===== config.mk =====
export PLATFORM = sky130hd
export DESIGN_NAME = answer_timer
export DESIGN_NICKNAME = d
export VERILOG_FILES = /design/src/rtl/responder_pkg.sv /design/src/rtl/tick_gen.sv /design/src/rtl/answer_timer.sv
export SDC_FILE = /design/constraint.sdc
export NUM_CORES = 1
export LEC_CHECK = 0
export CORE_MARGIN = 5
export CORE_UTILIZATION = 64
export DETAILED_ROUTE_END_ITERATION = 10
export PLACE_DENSITY = 0.95
export SLEW_MARGIN = 10
export SYNTH_ARGS = -nofsm -noshare
export SYNTH_HDL_FRONTEND = slang
export SYNTH_SLANG_ARGS = --single-unit

===== constraint.sdc =====
create_clock -name CLK -period 8.2 [get_ports CLK]
set_clock_uncertainty 0.2 [all_clocks]
set_input_delay 1.64 -clock CLK [delete_from_list [all_inputs] [get_ports CLK]]
set_output_delay 1.64 -clock CLK [all_outputs]
set_load 0.02 [all_outputs]

===== src/rtl/responder_pkg.sv =====
// Shared types and constants for the quiz responder.
// Contents:
//   timer_state_t - countdown timer FSM states.
//   bcd_digit_t   - one 4-bit BCD digit.
//   BCD_MAX       - largest legal BCD digit value (9).
//   bcd_to_bin    - converts a two-digit BCD value to binary (0..99).
package responder_pkg;

  typedef enum logic [1:0] {
    IDLE,
    RUN,
    PAUSE,
    EXPIRED
  } timer_state_t;

  typedef logic [3:0] bcd_digit_t;

  localparam bcd_digit_t BCD_MAX = 4'd9;

  function automatic logic [6:0] bcd_to_bin(input bcd_digit_t tens, input bcd_digit_t ones);
    return (7'(tens) * 7'd10) + 7'(ones);
  endfunction

endpackage


===== src/rtl/tick_gen.sv =====
// One-second prescaler for the answer timer.
// Ports:
//   clk   - system clock.
//   rst_n - synchronous active-low reset.
//   en    - advance the prescaler this cycle.
//   clr   - force the prescaler to 0 (takes priority over en).
//   tick  - high while the prescaler holds its terminal count CLK_HZ-1.
//           It is deliberately not gated by en, so the caller can let
//           a terminal count fire even when it otherwise holds the count.
module tick_gen #(
  parameter int CLK_HZ = 50_000_000
) (
  input  logic clk,
  input  logic rst_n,
  input  logic en,
  input  logic clr,
  output logic tick
);

  localparam int CNT_W = (CLK_HZ > 1) ? $clog2(CLK_HZ) : 1;
  localparam logic [CNT_W-1:0] CNT_MAX = CNT_W'(CLK_HZ - 1);

  logic [CNT_W-1:0] cnt_q;
  logic [CNT_W-1:0] cnt_d;

  assign tick = (cnt_q == CNT_MAX);

  always_comb begin
    cnt_d = cnt_q;
    if (clr) begin
      cnt_d = '0;
    end else if (en) begin
      cnt_d = tick ? '0 : cnt_q + CNT_W'(1);
    end
  end

  always_ff @(posedge clk) begin
    if (!rst_n) begin
      cnt_q <= '0;
    end else begin
      cnt_q <= cnt_d;
    end
  end

endmodule


===== src/rtl/answer_timer.sv =====
// Answer countdown timer for the quiz responder.
// Counts seconds down from START_SEC in BCD while Timer_Start is high,
// freezes while it is low, and locks out the select stage on expiry.
// Ports:
//   CLK           - system clock (single domain).
//   RSTn          - synchronous active-low reset.
//   Timer_Start   - level: 1 = count, 0 = hold.
//   Block_Sel     - 1 once time has expired (held until reset).
//   Sec_Tens      - BCD tens digit of remaining seconds.
//   Sec_Ones      - BCD ones digit of remaining seconds.
//   Timeout_Pulse - one-cycle strobe on the expiry edge.
//   Warn          - high while counting/paused with 1..WARN_SEC seconds left.
// All outputs are registered.
module answer_timer
  import responder_pkg::*;
#(
  parameter int CLK_HZ    = 50_000_000,
  parameter int START_SEC = 30,
  parameter int WARN_SEC  = 5
) (
  input  logic       CLK,
  input  logic       RSTn,
  input  logic       Timer_Start,
  output logic       Block_Sel,
  output logic [3:0] Sec_Tens,
  output logic [3:0] Sec_Ones,
  output logic       Timeout_Pulse,
  output logic       Warn
);

  localparam bcd_digit_t START_TENS = bcd_digit_t'(START_SEC / 10);
  localparam bcd_digit_t START_ONES = bcd_digit_t'(START_SEC % 10);
  localparam logic [6:0] WARN_VAL   = 7'(WARN_SEC);

  timer_state_t state_q, state_d;
  bcd_digit_t   tens_q, tens_d;
  bcd_digit_t   ones_q, ones_d;
  logic         block_q, block_d;
  logic         pulse_q, pulse_d;
  logic         warn_q, warn_d;
  logic [6:0]   val_d;

  logic pre_en;
  logic pre_clr;
  logic pre_tick;

  tick_gen #(
    .CLK_HZ(CLK_HZ)
  ) u_tick_gen (
    .clk  (CLK),
    .rst_n(RSTn),
    .en   (pre_en),
    .clr  (pre_clr),
    .tick (pre_tick)
  );

  always_comb begin
    state_d = state_q;
    tens_d  = tens_q;
    ones_d  = ones_q;
    pre_en  = 1'b0;
    pre_clr = 1'b0;

    unique case (state_q)
      IDLE: begin
        pre_clr = 1'b1;
        tens_d  = START_TENS;
        ones_d  = START_ONES;
        if (Timer_Start) begin
          state_d = RUN;
        end
      end

      RUN: begin
        // A terminal count still fires (and wraps the prescaler) in the
        // cycle Timer_Start drops; otherwise a low Timer_Start freezes it.
        pre_en = Timer_Start || pre_tick;
        if (pre_tick) begin
          if (ones_q != 4'd0) begin
            ones_d = ones_q - bcd_digit_t'(1);
          end else if (tens_q != 4'd0) begin
            ones_d = BCD_MAX;
            tens_d = tens_q - bcd_digit_t'(1);
          end
          if ((tens_d == 4'd0) && (ones_d == 4'd0)) begin
            state_d = EXPIRED;
          end else if (!Timer_Start) begin
            state_d = PAUSE;
          end
        end else if (!Timer_Start) begin
          state_d = PAUSE;
        end
      end

      PAUSE: begin
        if (Timer_Start) begin
          state_d = RUN;
        end
      end

      EXPIRED: begin
        tens_d = 4'd0;
        ones_d = 4'd0;
      end

      default: begin
        state_d = IDLE;
      end
    endcase

    // Flag outputs are derived from the next state/value so they line up
    // with the digits they describe.
    block_d = (state_d == EXPIRED);
    pulse_d = (state_d == EXPIRED) && (state_q != EXPIRED);
    val_d   = bcd_to_bin(tens_d, ones_d);
    warn_d  = ((state_d == RUN) || (state_d == PAUSE)) &&
              (val_d != 7'd0) && (val_d <= WARN_VAL);
  end

  always_ff @(posedge CLK) begin
    if (!RSTn) begin
      state_q <= IDLE;
      tens_q  <= START_TENS;
      ones_q  <= START_ONES;
      block_q <= 1'b0;
      pulse_q <= 1'b0;
      warn_q  <= 1'b0;
    end else begin
      state_q <= state_d;
      tens_q  <= tens_d;
      ones_q  <= ones_d;
      block_q <= block_d;
      pulse_q <= pulse_d;
      warn_q  <= warn_d;
    end
  end

  assign Block_Sel     = block_q;
  assign Sec_Tens      = tens_q;
  assign Sec_Ones      = ones_q;
  assign Timeout_Pulse = pulse_q;
  assign Warn          = warn_q;

endmodule


==> results of run 1 <==
## critical path: stages, from the launching register on
cell and delay [ns]:
dfxtp_1 0.39, ha_1 0.25, nor4bb_1 0.31, nand3_1 0.25, nor4b_1 0.38, o21ai_0 0.23
mux2_2 0.32, o22ai_1 0.35, ha_1 0.32, ha_1 0.20, inv_1 0.06, fa_1 0.47
xor2_1 0.19, nor3_1 0.14, a31oi_1 0.06, a2111oi_0 0.30, o311a_1 0.26
## where the power goes
part	switching [mW]	internal, mW	leakage (nW)	total [mW]
clock	0.0706	0.0594	0.0412	0.130
combinational	0.0108	0.00493	0.500	0.0157
sequential	0.00159	0.190	0.315	0.192
total	0.0829	0.254	0.856	0.337
## cell families (layout without fill, tap and decap cells)
logic type,Yosys count,after routing,synth area share
simple gates,127,127,0.304
compound gates,52,52,0.148
flops,39,39,0.333
xor+xnor,26,26,0.0970
buf+inv,22,31,0.0384
fa+ha+maj,13,13,0.0757
mux,1,1,0.00480
## per-layer routing
layer | track usage | wire [um]
met1 | 0.285 | 2340
met2 | 0.383 | 2680
met3 | 0.0483 | 297
met4 | 0.121 | 209
met5 | 0 | 0
## state kept, by name, summed over array words and instances (netlist names)
name / count
u_tick_gen.cnt_q: 26
Sec_Ones: 4
Sec_Tens: 4
state_q: 2
Block_Sel: 1
Timeout_Pulse: 1
Warn: 1
## stage by stage
step	setup WS [ns]	hold WS (ns)	instances
after detailed placement	3.64	0.291	329
after CTS	3.54	0.303	337
after floorplan	4.11	0.249	280
final	3.47	0.300	337
after global routing	3.23	0.326	337
after global placement	3.91	0.260	329
## cell type report
class                   count  area [um^2]  area share
well taps                  48         60.1      0.0234
multi-input cells         219         1480       0.574
flip-flops and latches     39          781       0.304
inverters                  10         37.5      0.0146
repair buffers             13          130      0.0506
clock inverters             2         12.5     0.00487
clock buffers               6         72.6      0.0282
## synth_stat cells (2+ instances only)
library cell / count / area (um^2)
and3_1: 6 / 37.5
o311a_1: 2 / 20.0
o31ai_1: 2 / 15.0
o22ai_1: 2 / 12.5
nor2_1: 25 / 93.8
or4_1: 2 / 15.0
nand3_1: 11 / 55.1
nand4b_1: 3 / 26.3
o31a_1: 2 / 17.5
xnor2_1: 9 / 78.8
o221ai_1: 2 / 17.5
ha_1: 11 / 138
nand2b_1: 6 / 37.5
a21oi_2: 2 / 17.5
o21ai_0: 10 / 50.1
nor4_1: 4 / 25.0
nor4b_1: 4 / 35.0
and4_1: 6 / 52.6
nand4_1: 13 / 81.3
xor2_1: 17 / 149
dfxtp_1: 39 / 781
nor3_1: 6 / 30.0
nand2_1: 22 / 82.6
clkbuf_1: 10 / 37.5
fa_1: 2 / 40.0
a31oi_1: 5 / 31.3
or3_1: 2 / 12.5
a211oi_1: 2 / 15.0
nor2b_1: 5 / 31.3
a21oi_1: 14 / 70.1
and2_1: 7 / 43.8
inv_1: 10 / 37.5
## final timing paths
path | startpoint | endpoint | slack [ns]
worst min register to register | u_tick_gen.cnt_q[21] | u_tick_gen.cnt_q[21] | 0.30
worst max-delay path | u_tick_gen.cnt_q[0] | Warn | 3.47
worst max register to register | u_tick_gen.cnt_q[0] | Warn | 3.47
worst min-delay path | u_tick_gen.cnt_q[21] | u_tick_gen.cnt_q[21] | 0.30
==> results.py, run 1 <==
metrics = {
    "outcome": {
        "outcome": "completed",
    },
    "placed_design": {
        "place_hpwl_um": 3810,
        "place.port_buffers": 13,
        "finalWeightedCongestion": 0.947,
        "placed_area_mm2": 0.00248,
    },
    "timing": {
        "fin_tns_setup_ns": 0,
        "final-max-slew-violation-count": 0,
        "rsz0062_at_grt": "no",
        "relSlewSlack": 0.394,
        "post-route-period-util": 0.577,
        "fin_crit_ns": 4.73,
        "worst_pin_slew_ns": 0.897,
        "final_hold_viol_count": 0,
        "fmax_mhz": 211,
        "finalSetupViolations": 0,
    },
    "worst_setup_path": {
        "rr_worst_depth": 16,
        "cp-start-kind": "register",
        "worstPathMaxFanout": 5,
        "cp.arrival_ns": 4.78,
        "crit_type": "register to register",
        "cp.required_ns": 8.24,
        "end_kind": "register",
    },
    "cts": {
        "numCtsBuffers": 5,
        "cts_max_level": 2,
        "cts.clk_slew.worst_paths_ns": 0.08,
        "clockRootBuffer": "clkbuf_8",
        "cts_tree": "built",
        "clock_latency_ns": 0.30,
        "postCtsSetupBuffers": 0,
        "cts_resized": 0,
        "clock-sinks": 39,
        "clock_path_buffers": 2,
        "cts-hold-fix-buffers": 0,
    },
    "die": {
        "pin_count": 14,
        "initial_utilization": 0.651,
        "dieWidth_um": 70.6,
        "die_area_mm2": 0.00498,
        "rows": 22,
        "coreArea_mm2": 0.00361,
        "dieHeight_um": 70.6,
    },
    "grt": {
        "antenna_found_initial": 0,
        "overflow": 0,
        "grt_pass1_wl_um": 9430,
        "grt_pass1_vias": 2054,
        "grt_usage": 0.232,
        "grt_max_degree": 24,
    },
    "layout": {
        "mostFrequentLayoutCell": "dfxtp_1",
        "synthToLayoutAreaGrowth_pct": 9.49,
        "fillCellCount": 261,
        "nets": 304,
        "design_area_mm2": 0.00257,
        "postLayoutCoreUtil": 0.713,
        "most-common-layout-cells": "dfxtp_1, nor2_1, nand2_1",
        "layout-drive-gt1-share": 0.0588,
        "diodes": 0,
    },
    "synthesis": {
        "yosys_warnings": 0,
        "ys.flop_type": "dfxtp_1",
        "ys_ff_latch": 39,
        "ys_seq_area_frac": 0.333,
        "ys_async_sr_fraction": 0,
        "synth_area_per_cell_um2": 8.38,
        "synth.distinct_cells": 49,
        "syn-cell-area_mm2": 0.00235,
        "syn-instance-count": 280,
        "synth_edf_count": 0,
        "syn_nets": 296,
    },
    "pwr": {
        "p_total_mw": 0.337,
        "p_leak_nw": 0.856,
        "power_density_mw_per_mm2": 131,
        "peakVddDrop_mv": 0.111,
    },
    "run": {
        "maxCapViolations": 0,
    },
    "route": {
        "viasPerCell": 6.45,
        "finalWirelength_um": 5520,
        "drt_iter0_markers": 165,
        "firstDrtPassIters": 5,
        "wire_per_inst_um": 16.4,
        "vias": 2173,
        "antenna_left": 0,
        "drc": 0,
    },
    "worst_hold_path": {
        "hold_depth": 2,
        "hold_path_class": "register to register",
    },
}
(Power assumes the default switching activity.)
==> run 2, diff against run 1 <==
- CORE_UTILIZATION: 64 -> 53
- PLACE_DENSITY: 0.95 -> 0.86
- clock period: 8.2 -> 4.1 ns (I/O delays scaled with it)
==> results.py, run 2 (synthesis results as in run 1) <==
metrics = {
    "placed_design": {
        "finalWeightedCongestion": 0.893,
        "place_hpwl_um": 3890,
        "place.port_buffers": 13,
        "pre_cts_slack_ns": -0.0817,
    },
    "worst_setup_path": {
        "cp.arrival_ns": 3.85,
        "critPathBufInv": 3,
        "cp.required_ns": 4.14,
        "slowest_stage": "fa_1",
        "cp-start-kind": "register",
        "cp_top_family": "adder cells",
        "max_stage_delay_ns": 0.46,
        "end_kind": "register",
        "crit_type": "register to register",
        "worstPathMaxFanout": 4,
        "path_cells": "ha_2 > nor4bb_4 > nand3_2 > buf_4 > o311a_1 > a211oi_2 > inv_1 > ha_1 > ha_1 > inv_1 > fa_1 > xor2_1 > nor3_1 > a31oi_1 > a2111oi_2 > o311a_1",
    },
    "timing": {
        "post-route-period-util": 0.928,
        "hold_slack_ns": 0.293,
        "final-max-slew-violation-count": 0,
        "fmax_mhz": 263,
        "finalSetupViolations": 0,
        "worst_pin_slew_ns": 0.883,
        "rsz0062_at_grt": "yes",
        "fin_crit_ns": 3.81,
        "final_hold_viol_count": 0,
        "setup_slack_ns": 0.294,
        "relSlewSlack": 0.411,
        "fin_tns_setup_ns": 0,
    },
    "die": {
        "die_area_mm2": 0.00586,
        "dieWidth_um": 76.6,
        "dieHeight_um": 76.6,
        "rows": 24,
        "initial_utilization": 0.543,
        "coreArea_mm2": 0.00432,
        "pin_count": 14,
    },
    "pwr": {
        "p_leak_nw": 0.942,
        "comb_power_share": 0.049,
        "power_density_mw_per_mm2": 245,
        "seqPwrFrac": 0.570,
        "p_int_mw": 0.510,
        "p_total_mw": 0.673,
        "peakVddDrop_mv": 0.141,
        "clkPwrFrac": 0.381,
        "p_sw_frac": 0.242,
        "p_sw_mw": 0.163,
    },
    "grt": {
        "antenna_found_initial": 0,
        "gr-usage-met3": 0.0307,
        "grt-busiest-layer": "met2",
        "grt_pass1_wl_um": 9430,
        "grt_util_met2": 0.295,
        "grt_pass1_vias": 2075,
        "grt_max_degree": 24,
        "grtUsageMet1": 0.258,
        "grt_usage": 0.191,
        "overflow": 0,
    },
    "route": {
        "firstDrtPassIters": 4,
        "drt_iter0_markers": 194,
        "wire_per_inst_um": 15.4,
        "drc": 0,
        "viasPerCell": 6.06,
        "antenna_left": 0,
        "finalWirelength_um": 5480,
        "vias": 2153,
    },
    "cts": {
        "clockRootBuffer": "clkbuf_8",
        "cts_tree": "built",
        "clock_path_buffers": 2,
        "cts_max_level": 2,
        "cts-hold-fix-buffers": 0,
        "numCtsBuffers": 5,
        "cts.clk_slew.worst_paths_ns": 0.08,
        "clock-sinks": 39,
        "clock_latency_ns": 0.30,
    },
    "layout": {
        "synthToLayoutAreaGrowth_pct": 16.8,
        "diodes": 0,
        "nets": 318,
        "layout-drive-gt1-share": 0.139,
        "largest_register": "u_tick_gen.cnt_q",
        "largest_reg_flops": 26,
        "mostFrequentLayoutCell": "dfxtp_1",
        "postLayoutCoreUtil": 0.634,
        "most-common-layout-cells": "dfxtp_1, nor2_1, nand2_1",
    },
    "run": {
        "maxCapViolations": 0,
    },
    "outcome": {
        "outcome": "completed",
    },
    "worst_hold_path": {
        "hold_path_class": "register to register",
    },
}
[run 2: cell count changes in the layout (fill, tap and decap cells not counted), sizes merged]
| cell | delta |
|---|---|
| buf | +14 |
[run 2: worst register-to-register path: stages (launching register included)]
cell,delay [ns]
dfxtp_2,0.36
ha_2,0.19
nor4bb_4,0.24
nand3_2,0.13
buf_4,0.18
o311a_1,0.37
a211oi_2,0.24
inv_1,0.08
ha_1,0.29
ha_1,0.19
inv_1,0.06
fa_1,0.46
xor2_1,0.19
nor3_1,0.13
a31oi_1,0.07
a2111oi_2,0.20
o311a_1,0.20
[run 2: cell type report]
type                            count  area [um^2]
Fill cell                         366         1580
Multi-Input combinational cell    219         1540
Sequential cell                    39          783
Timing Repair Buffer               27          235
Clock buffer                        6         72.6
Tap cell                           52         65.1
Inverter                           10         37.5
Clock inverter                      2         12.5
[run 2: repair_timing]
action,4_1_cts,5_1_grt
buffers inserted,0,1
gates cloned,0,0
resized for setup,4,10
endpoints found under the setup margin,1,1
pin swaps,0,2
[run 2: metrics by stage]
stage	instances	area (um^2)
5_1_grt	355	2740
3_5_place_dp	346	2590
3_3_place_gp	346	2590
6_report	355	2740
4_1_cts	354	2690
2_1_floorplan	280	2350
[run 2: path summary, 6_finish.rpt]
path                  startpoint             endpoint  slack (ns)  cells past startpoint
max          u_tick_gen.cnt_q[0]                 Warn        0.29                     16
min reg2reg  u_tick_gen.cnt_q[1]  u_tick_gen.cnt_q[1]        0.29                      2
max reg2reg  u_tick_gen.cnt_q[0]                 Warn        0.29                     16
min          u_tick_gen.cnt_q[1]  u_tick_gen.cnt_q[1]        0.29                      2
[run 2: layer usage]
layer | up-vias | part of all wire
met3 | 16 | 0.053
met4 | 0 | 0.028
met1 | 1016 | 0.46
met5 | - | 0
met2 | 67 | 0.46
li1 | 1054 | -
[run 2: power groups by stage]
stage / sequential, mW / clock, mW / combinational, mW
4_1_cts: 0.383 / 0.259 / 0.0320
2_1_floorplan: 0.391 / 0 / 0.0234
3_3_place_gp: 0.392 / 0 / 0.0313
5_1_grt: 0.384 / 0.279 / 0.0366
3_5_place_dp: 0.392 / 0 / 0.0317
6_report: 0.384 / 0.256 / 0.0330
==> run 3, diff against run 2 <==
- ABC_AREA: unset -> 0
- TNS_END_PERCENT: unset -> 50
==> results of run 3 <==
Same layout as run 2: the final DEF is identical, and so are final timing and power.
